[src/rtl/chaos_pkg.sv]
// chaos_pkg: fp32 field constants and flag bit positions for the chaos key extractor
package chaos_pkg;
  localparam int EXP_W = 8;
  localparam int MAN_W = 23;
  localparam int EXP_BIAS = 127;
  localparam logic [EXP_W-1:0] EXP_SPECIAL = 8'hFF;
  localparam int FLAG_ERR = 0;
  localparam int FLAG_OVF = 1;
endpackage

[src/rtl/chaos_key_extractor_fp32_to_fixed.sv]
// fp32_to_fixed: two-stage fp32 magnitude to INT_W.FRAC_W fixed conversion with stall enable
module fp32_to_fixed
  import chaos_pkg::*;
#(
  parameter int INT_W = 32,
  parameter int FRAC_W = 23
) (
  input  logic                    clk,
  input  logic                    en,
  input  logic [31:0]             x,
  output logic [INT_W+FRAC_W-1:0] fixed,
  output logic                    err,
  output logic                    ovf
);
  localparam int W = INT_W + FRAC_W;
  logic [30:0] mag;
  logic [EXP_W-1:0] ex;
  logic [MAN_W:0] mant, mant_q;
  logic signed [9:0] e, e_q, s;
  logic err_q, ovf_q;
  logic [W-1:0] fixed_d;
  assign mag = 31'(x & 32'h7FFF_FFFF);
  assign ex = mag[MAN_W +: EXP_W];
  always_comb begin
    mant = {ex != '0, mag[MAN_W-1:0]};
    e = (ex == '0) ? 10'(1 - EXP_BIAS) : 10'(ex) - 10'(EXP_BIAS);
    s = e_q + 10'(FRAC_W - MAN_W);
    fixed_d = s[9] ? W'(mant_q) >> (-s) : W'(mant_q) << s;
  end
  always_ff @(posedge clk)
    if (en) begin
      mant_q <= mant;
      e_q <= e;
      err_q <= ex == EXP_SPECIAL;
      ovf_q <= ex != EXP_SPECIAL && e >= 10'(INT_W);
      fixed <= (err_q | ovf_q) ? '0 : fixed_d;
      err <= err_q;
      ovf <= ovf_q;
    end
endmodule

[src/rtl/chaos_key_extractor.sv]
// chaos_key_extractor: 4-stage pipeline turning fp32 chaotic samples into key digits floor(|x|*SCALE) mod MOD
module chaos_key_extractor
  import chaos_pkg::*;
#(
  parameter int NCH = 3,
  parameter int INT_W = 32,
  parameter int FRAC_W = 23,
  parameter int SCALE = 1000000,
  parameter int SCALE_W = 20,
  parameter int MOD = 1000,
  parameter int KEY_W = 23
) (
  input  logic                 clk,
  input  logic                 rst,
  input  logic                 in_valid,
  output logic                 in_ready,
  input  logic [NCH*32-1:0]    in_data,
  output logic                 out_valid,
  input  logic                 out_ready,
  output logic [NCH*KEY_W-1:0] out_key,
  output logic [NCH*2-1:0]     out_flag
);
  localparam int W = INT_W + FRAC_W;
  localparam int PW = W + SCALE_W;
  localparam int QW = PW - FRAC_W;
  logic adv;
  logic [2:0] v;
  logic [NCH*KEY_W-1:0] key_d;
  logic [NCH*2-1:0] flag_d;
  assign adv = !out_valid | out_ready;
  assign in_ready = adv;
  for (genvar c = 0; c < NCH; c++) begin : g_ch
    logic [W-1:0] fixed;
    logic err, ovf, err_q, ovf_q;
    logic [QW-1:0] q;
    fp32_to_fixed #(.INT_W(INT_W), .FRAC_W(FRAC_W)) u_cvt (
      .clk(clk),
      .en(adv),
      .x(in_data[32*c +: 32]),
      .fixed(fixed),
      .err(err),
      .ovf(ovf)
    );
    always_ff @(posedge clk)
      if (adv) begin
        q <= QW'((PW'(fixed) * PW'(SCALE)) >> FRAC_W);
        err_q <= err;
        ovf_q <= ovf;
      end
    assign key_d[KEY_W*c +: KEY_W] = KEY_W'(q % QW'(MOD));
    assign flag_d[2*c+FLAG_ERR] = err_q;
    assign flag_d[2*c+FLAG_OVF] = ovf_q;
  end
  // only valid beats update the output registers so bubbles never expose stale data
  always_ff @(posedge clk or posedge rst)
    if (rst) begin
      v <= '0;
      out_valid <= 1'b0;
      out_key <= '0;
      out_flag <= '0;
    end else if (adv) begin
      v <= {v[1:0], in_valid};
      out_valid <= v[2];
      if (v[2]) begin
        out_key <= key_d;
        out_flag <= flag_d;
      end
    end
endmodule

[config.mk]
export PLATFORM = sky130hd
export DESIGN_NAME = chaos_key_extractor
export DESIGN_NICKNAME = d
export VERILOG_FILES = /design/src/rtl/chaos_pkg.sv /design/src/rtl/chaos_key_extractor_fp32_to_fixed.sv /design/src/rtl/chaos_key_extractor.sv
export SDC_FILE = /design/constraint.sdc
export NUM_CORES = 2
export LEC_CHECK = 0
export ABC_AREA = 1
export BUFFER_PORTS_ARGS = -buffer_cell sky130_fd_sc_hd__buf_4
export CAP_MARGIN = 20
export CORE_MARGIN = 1
export CORE_UTILIZATION = 33
export CTS_CLUSTER_SIZE = 10
export DETAILED_ROUTE_END_ITERATION = 16
export SKIP_CTS_REPAIR_TIMING = 1
export SYNTH_ARGS = -nofsm -noshare
export SYNTH_HDL_FRONTEND = slang
export SYNTH_HIERARCHICAL = 1
export SYNTH_SLANG_ARGS = --single-unit
[constraint.sdc]
create_clock -name clk -period 23.8 [get_ports clk]
set_input_delay 4.76 -clock clk [delete_from_list [all_inputs] [get_ports clk]]
set_output_delay 4.76 -clock clk [all_outputs]
set_load 0.01 [all_outputs]
==> impl_metrics.env <==
export IMPL_worst_slew_pin_slew_ns=1.05
export IMPL_yosys_top_cells_count="2,539 x nand2_1, 1,753 x inv_1, 1,122 x nand3_1"
export IMPL_critPathCaptureType="register"
export IMPL_grt_pass1_wl_mm=374
export IMPL_wire_per_inst_um=13.9
export IMPL_chipWidth_um=536
export IMPL_synth_most_common_cell="nand2_1"
export IMPL_grt_max_degree=127
export IMPL_cts_root_buf="clkbuf_16"
export IMPL_setup_violations=0
export IMPL_clk_pin_slew_worst_paths_ns=0.06
export IMPL_critical_path_required_ns=24.42
export IMPL_rsz0062_at_grt="yes"
export IMPL_fin_cells=17200
export IMPL_cap_viol_max_count=0
export IMPL_synth_top_cells_by_area="fa_1 16%, edfxtp_1 14%, nand2_1 10%, ha_1 8.9%, inv_1 7.0%"
export IMPL_wirelength_mm=238
export IMPL_synth_area_leader_cell="fa_1"
export IMPL_syn_inst=12400
export IMPL_startpoint_type="register"
export IMPL_io_pins=177
export IMPL_ys_seq_area_frac=0.161
export IMPL_yosys_warnings=6
export IMPL_period_minus_slack_ns=23.74
export IMPL_synth_main_ff_cell="edfxtp_1"
export IMPL_drc=0
export IMPL_rows=195
export IMPL_syn_num_nets=13900
export IMPL_num_fill_cells=28300
export IMPL_yosysTopAreaCellShare=0.159
export IMPL_critPathKind="register to register"
export IMPL_drtPass1Iterations=6
export IMPL_gr_total_overflow=0
export IMPL_antenna_found_initial=6
export IMPL_fin_nets=14900
export IMPL_crit_slowest_cell="edfxtp_1"
export IMPL_path_buf_inv=38
export IMPL_grt_pass1_vias=75400
export IMPL_finalHoldViolCount=0
export IMPL_max_slew_margin=0.302
export IMPL_syn_avg_cell_area_um2=7.57
export IMPL_status="completed"
export IMPL_synthArstFlopShare=0.153
export IMPL_place_worst_setup_slack_ns=-0.754
export IMPL_drv_slew=0
export IMPL_clock_skew_ns=0.0367
export IMPL_cts_path_max_buffers=3
export IMPL_fmax_mhz=42.1
export IMPL_track_usage=0.155
export IMPL_yosys_register_bits=517
export IMPL_numCtsBuffers=75
export IMPL_hpwl_mm=185
export IMPL_drive_above_1_share=0.317
export IMPL_gp_congestion=0.915
export IMPL_drt_iter0_markers=4718
export IMPL_crit_top_cell="nand2_4"
export IMPL_synth_cell_types=87
export IMPL_dp_cells=16600
export IMPL_crit_family="simple AND/OR/NAND/NOR gates"
export IMPL_cpPeakStageDelay_ns=0.44
export IMPL_antenna_left=0
export IMPL_hp_class="register to register"
export IMPL_dieArea_mm2=0.287
export IMPL_fp_dieH_um=536
export IMPL_via_per_inst=4.78
export IMPL_syn_area_mm2=0.0941
export IMPL_start_util=0.332
export IMPL_crit_fanout=8
export IMPL_coreArea_mm2=0.283
export IMPL_h_tree_depth=3
export IMPL_fin_ws_ns=0.0624
export IMPL_cts_tree="built"
export IMPL_vias=82200
export IMPL_clock_sinks=517
export IMPL_period_share=0.997
export IMPL_synth_enable_flop_cells=438
export IMPL_area_growth_pct=23.3
export IMPL_io_buffers=173
export IMPL_critPathArrivalTime_ns=24.35
export IMPL_clock_latency_ns=0.70
## registers in the layout, indices dropped and copies added, names as in the netlist
name,count
g_ch.ovf_q,3
g_ch.u_cvt/ovf,3
g_ch.q,156
out_key,69
g_ch.err_q,3
g_ch.u_cvt/err,3
out_valid,1
out_flag,6
g_ch.u_cvt/ovf_q,3
g_ch.u_cvt/fixed,165
g_ch.u_cvt/e_q,27
g_ch.u_cvt/err_q,3
g_ch.u_cvt/mant_q,72
v,3
## worst reg2reg max path, delay by kind of cell (launching register included)
family          cells  cell delay (ns)
compound gates     10             1.67
xor+xnor            1             0.16
buf+inv            38             3.30
flops               1             0.44
simple gates      182            18.10
## per-stage QoR
step | instance area, um2 | util | setup TNS (ns) | hold WS [ns]
floorplan | 94100 | - | 0 | 0.400
global placement | 103000 | 0.363 | -5.36 | 0.403
detailed placement | 103000 | 0.363 | -9.30 | 0.406
CTS | 105000 | 0.372 | -10.73 | 0.420
global route | 116000 | 0.410 | -34.96 | 0.423
finish | 116000 | 0.410 | 0 | 0.419
## path summary, 6_finish.rpt
path / end / cells after the start / slack [ns] / startpoint
setup / recovery: out_key[31] / 231 / 0.06 / g_ch[1].q[45]
hold / removal: g_ch[2].err_q / 0 / 0.42 / g_ch[2].u_cvt/err
setup reg to reg: out_key[31] / 231 / 0.06 / g_ch[1].q[45]
hold reg to reg: g_ch[2].err_q / 0 / 0.42 / g_ch[2].u_cvt/err
max in group asynchronous: out_key[0] / 3 / 18.42 / rst
min in group asynchronous: out_key[64] / 2 / 4.14 / rst
## layout by cell type (no fill, tap or decap), types with 200 or more instances in the layout
| cell type | Yosys | layout |
|---|---|---|
| nor2_1 | 650 | 533 |
| fa_1 | 747 | 747 |
| inv_2 | 276 | 270 |
| ha_1 | 669 | 669 |
| nand2_2 | 747 | 692 |
| nand4_1 | 200 | 200 |
| nand3_1 | 1122 | 878 |
| nor2_4 | 102 | 259 |
| inv_1 | 1753 | 1701 |
| xor2_1 | 283 | 275 |
| edfxtp_1 | 438 | 438 |
| nand2_4 | 336 | 568 |
| nand3_2 | 253 | 355 |
| o21ai_0 | 352 | 317 |
| nand2_1 | 2539 | 2302 |
| a21oi_1 | 402 | 378 |
| buf_4 | 12 | 1007 |
## metal layers
layer / vias to the layer above / GRT usage / wire (um)
li1: 42100 / - / -
met1: 38500 / 0.212 / 109000
met2: 1291 / 0.264 / 116000
met3: 271 / 0.0141 / 8260
met4: 0 / 0.0340 / 4990
met5: - / 0 / 0
## final cells by class
type                            count  area, um2  area share
Multi-Input combinational cell   9591      76900       0.663
Sequential cell                   517      15100       0.130
Inverter                         2130       8500      0.0732
Timing Repair Buffer             1058       8270      0.0713
Tap cell                         3743       4680      0.0404
Clock buffer                      102       2080      0.0179
Clock inverter                     30        428     0.00369
Antenna cell                        4       10.0   0.0000863
## logic make-up after synthesis
kind of cell | share of synthesized area
simple gates | 0.369
fa+ha+maj | 0.248
buf+inv | 0.0989
compound gates | 0.0894
mux | 0.00160
xor+xnor | 0.0328
flops | 0.161
Power is left out: the tool's default activity adds up to more than one toggle a clock period on the data nets, which glitch-free logic cannot reach.
